==> config.mk <==
export PLATFORM = sky130hd
export DESIGN_NAME = register_file_sp_arb
export DESIGN_NICKNAME = d
export VERILOG_FILES = /design/src/rtl/register_file_sp_arb.sv
export SDC_FILE = /design/constraint.sdc
export NUM_CORES = 1
export LEC_CHECK = 0
export ABC_AREA = 1
export ABC_CLOCK_PERIOD_IN_PS = 900
export BUFFER_PORTS_ARGS = -buffer_cell sky130_fd_sc_hd__buf_4
export CAP_MARGIN = 15
export CORE_AREA = 8 8 57 59
export DETAILED_ROUTE_END_ITERATION = 12
export DIE_AREA = 0 0 65 67
export PLACE_DENSITY_LB_ADDON = 0.3
export SYNTH_ARGS = -nofsm -noshare
export SYNTH_HDL_FRONTEND = slang
export SYNTH_SLANG_ARGS = --single-unit
==> constraint.sdc <==
create_clock -name clk -period 0.9 [get_ports clk]
set_input_delay 0.18 -clock clk [delete_from_list [all_inputs] [get_ports clk]]
set_output_delay 0.18 -clock clk [all_outputs]
set_load 0.01 [all_outputs]
==> src/rtl/register_file_sp_arb.sv <==
// Single-port regfile arbiter: one write and one read requester share the port.
// Define RF_ARB_WR_PRIO_EN for fixed write priority; default is round-robin on ties.
module register_file_sp_arb #(
  parameter int DATA_WIDTH = 8,
  parameter int ADDR_WIDTH = 8
) (
  input  logic                  clk,
  input  logic                  resetn,
  input  logic                  wr_req,
  input  logic [ADDR_WIDTH-1:0] wr_addr,
  input  logic [DATA_WIDTH-1:0] wr_data,
  output logic                  wr_gnt,
  input  logic                  rd_req,
  input  logic [ADDR_WIDTH-1:0] rd_addr,
  output logic                  rd_gnt,
  output logic                  rd_rsp_valid,
  output logic [DATA_WIDTH-1:0] rd_rsp_data,
  input  logic                  rd_rsp_ready,
  output logic                  rf_enable,
  output logic                  rf_wr,
  output logic [ADDR_WIDTH-1:0] rf_write_addr,
  output logic [ADDR_WIDTH-1:0] rf_read_addr,
  output logic [DATA_WIDTH-1:0] rf_write_data,
  input  logic [DATA_WIDTH-1:0] rf_read_data
);

  logic                  wr_elig_s;
  logic                  rd_elig_s;
  logic                  pick_wr_s;
  logic                  rsp_valid_r;
  logic                  fresh_r;
  logic [DATA_WIDTH-1:0] hold_r;
`ifndef RF_ARB_WR_PRIO_EN
  logic                  last_wr_r;
`endif

  // Eligibility and arbitration; a read may only go when the response slot frees up.
  always_comb begin
    wr_elig_s = wr_req;
    rd_elig_s = rd_req & (~rsp_valid_r | rd_rsp_ready);
`ifdef RF_ARB_WR_PRIO_EN
    pick_wr_s = wr_elig_s;
`else
    if (wr_elig_s && rd_elig_s) begin
      pick_wr_s = ~last_wr_r;
    end else begin
      pick_wr_s = wr_elig_s;
    end
`endif
    if (resetn) begin
      wr_gnt = pick_wr_s;
      rd_gnt = rd_elig_s & ~pick_wr_s;
    end else begin
      wr_gnt = 1'b0;
      rd_gnt = 1'b0;
    end
  end

  // Regfile port drive.
  always_comb begin
    rf_enable     = wr_gnt | rd_gnt;
    rf_wr         = wr_gnt;
    rf_write_addr = wr_addr;
    rf_write_data = wr_data;
    rf_read_addr  = rd_addr;
  end

`ifndef RF_ARB_WR_PRIO_EN
  // Round-robin history; reset value makes the write win the first tie.
  always_ff @(posedge clk or negedge resetn) begin
    if (!resetn) begin
      last_wr_r <= 1'b0;
    end else if (wr_gnt) begin
      last_wr_r <= 1'b1;
    end else if (rd_gnt) begin
      last_wr_r <= 1'b0;
    end else begin
      last_wr_r <= last_wr_r;
    end
  end
`endif

  // Response slot: valid follows a grant, clears on accept without a new grant.
  always_ff @(posedge clk or negedge resetn) begin
    if (!resetn) begin
      rsp_valid_r <= 1'b0;
      fresh_r     <= 1'b0;
      hold_r      <= {DATA_WIDTH{1'b0}};
    end else begin
      fresh_r <= rd_gnt;
      if (rd_gnt) begin
        rsp_valid_r <= 1'b1;
      end else if (rsp_valid_r && rd_rsp_ready) begin
        rsp_valid_r <= 1'b0;
      end else begin
        rsp_valid_r <= rsp_valid_r;
      end
      if (fresh_r) begin
        hold_r <= rf_read_data;
      end else begin
        hold_r <= hold_r;
      end
    end
  end

  // Fresh data comes straight from the regfile; afterwards the captured copy is held
  // so later regfile activity cannot disturb a stalled response.
  always_comb begin
    rd_rsp_valid = rsp_valid_r;
    if (fresh_r) begin
      rd_rsp_data = rf_read_data;
    end else begin
      rd_rsp_data = hold_r;
    end
  end

endmodule

==> reports/metrics.cfg <==
[run_status]
status = complete, but fails checks
violations = setup timing

[timing]
final.min_clock_period_ns = 1.45
tightest_slew_ns = 0.165
slew_headroom_pct = 89.0
skew_ns = 0.00114
rsz0062_at_grt = true
drv_slew = 0
hold_viol_final = 0
setup_violations = 24
fin_ws_ns = -0.547
fin_crit_sh_pct = 161
fmax_ghz = 0.691
finalHoldWorstSlack_ns = 0.166
fin_tns_setup_ns = -8.09

[final_layout]
fin_nets = 119
final-seq-area_um2 = 277
fillerInstances = 236
final_util_pct = 42.2
instances_no_fill = 111
multi_input_area_um2 = 214
antenna_cells = 0
area_delta_synth_final_pct = 53.5
drive_gt1_share_pct = 82.7

[cts]
cts_max_level = 1
numClockSinks = 11
numCtsBuffers = 3
cts-root-buf = clkbuf_4
clk_pin_slew_ns = 0.07
cts_tree = built
cts_buffer_depth = 2
clock_latency_ns = 0.26

[synthesis]
syn_avg_cell_area_um2 = 11.0
syn_inst = 59
syn_nets = 96
netlist_area_um2 = 651
synth-seq-cells = 11
synth-seq-area-share_pct = 42.3
yosysWarningCount = 0
yosysUniqueCellTypes = 7

[setup_path]
worstPathMaxFanout = 3
required_ns = 0.72
cp.buffers_inverters = 2
crit_family = flip-flops
critPathMostFrequentCell = buf_6
arrival_ns = 1.27
cp_slowest_cell = dfrtp_2
worstPathCellList = buf_6 > mux2_4 > buf_6
end_kind = output pin
max_stage_delay_ns = 0.43
start_kind = register
criticalPathCategory = register to output pin

[die]
die_h_um = 67
die_area_um2 = 4360
initial_core_util_pct = 27.5
pin_count = 74
rows = 18
die-width_um = 65
core-area_um2 = 2360

[drt]
vias = 443
drt_iter0_markers = 5
remaining_drc_errors = 0
wl_um = 1660
first_pass_iters = 2
routed_via_density = 3.99
postRouteAntennaNets = 0
avgRoutedWirePerCell_um = 15.0

[power]
sw_frac_of_total_pct = 27.2
p_leak_nw = 0.507
p_comb_share_pct = 46.2
vdd_drop_max_mv = 0.892
p_int_mw = 1.32
seqPwrFrac_pct = 35.3
netSwitchingPower_mw = 0.493
clockPowerShare_pct = 18.5
pwr_density_cell_nw_per_um2 = 1820

[global_route]
grt_pass1_vias = 546
grt_overflow_total = 0
gr-usage-all-layers_pct = 7.98
grt_pass1_wl_um = 2690
grt_max_degree = 12
antenna_found_initial = 0

[placement]
place_inst = 97
gp_congestion = 0.732
dpl.hpwl_um = 1150
io_buffers = 25

[flow_run]
drv_cap = 0

[hold_path]
hp-class = primary input to register

## sequential cells by signal (all words and copies together), names as in the netlist
signal and count:
hold_r 8, fresh_r 1, last_wr_r 1, rd_rsp_valid 1
## power by group through the flow
stage / clock, mW / combinational [mW] / sequential [mW]
finish: 0.335 / 0.838 / 0.641
global route: 0.391 / 0.902 / 0.654
CTS: 0.354 / 0.849 / 0.637
detailed placement: 0 / 0.580 / 0.650
global placement: 0 / 0.573 / 0.650
floorplan: 0 / 0.381 / 0.634
## cell usage in the layout, fill, tap and decap left out, drive strengths merged
cell type / n
mux2: 8
dfrtp: 11
clkbuf: 4
nand2: 7
nand3: 3
buf: 43
dlygate4sd3: 1
inv: 4
## metrics by stage
step / power (mW) / cell area (um^2) / worst slack [ns]
2_1_floorplan: 1.01 / 667 / -0.110
3_3_place_gp: 1.22 / 757 / -0.374
3_5_place_dp: 1.23 / 757 / -0.391
4_1_cts: 1.84 / 993 / -0.543
5_1_grt: 1.95 / 998 / -0.596
6_report: 1.81 / 998 / -0.547
## layout make-up
cell class	count	share of cell area [%]
clock buffer	4	2.63
multi-input combinational	18	21.4
sequential	11	27.7
tap	30	3.76
inverter	4	1.75
timing repair buffer	44	42.7
## logic make-up after synthesis
logic type             Yosys count  synth area share, %
buffers and inverters           30                 32.9
flip-flops                      11                 42.3
AND/OR/NAND/NOR                 10                 6.35
multiplexers                     8                 18.5
## timing repair
item                       in CTS  in global routing
setup endpoints to repair      24                 24
pin swaps                       6                  7
hold buffers                    1                  0
hold endpoints to repair       11                  0
setup buffers                  12                  5
resized for setup              31                 10
## synthesized netlist by cell type
cell	n	share of area, %
dfrtp_1	11	42
buf_4	25	29
inv_1	4	2.3
nand3_1	3	2.3
buf_6	1	1.7
nand2_1	7	4.0
mux2_4	8	18
## worst register-to-register path, stage by stage, from the launching register on
cell and delay [ns]:
dfrtp_2 0.43, buf_6 0.14, mux2_4 0.30, buf_4 0.14
buf_4 0.12
## routing by layer
metal	global-route usage [%]	wire (um)
met3	4.70	249
met2	12.9	724
met4	3.27	8
met5	0	0
met1	8.32	683
## final timing paths
path	from	endpoint	slack, ns	depth (start not counted)
setup / recovery	fresh_r$_DFF_PN0_	rd_rsp_data[5]	-0.55	3
hold / removal	rf_read_data[4]	hold_r[4]$_DFF_PN0_	0.17	2
setup reg to reg	fresh_r$_DFF_PN0_	hold_r[6]$_DFF_PN0_	-0.33	4
hold reg to reg	hold_r[4]$_DFF_PN0_	hold_r[4]$_DFF_PN0_	0.51	1
max in group asynchronous	resetn	fresh_r$_DFF_PN0_	0.30	3
min in group asynchronous	resetn	last_wr_r$_DFFE_PN0P_	0.44	3
Power figures use the tool's default switching activity.
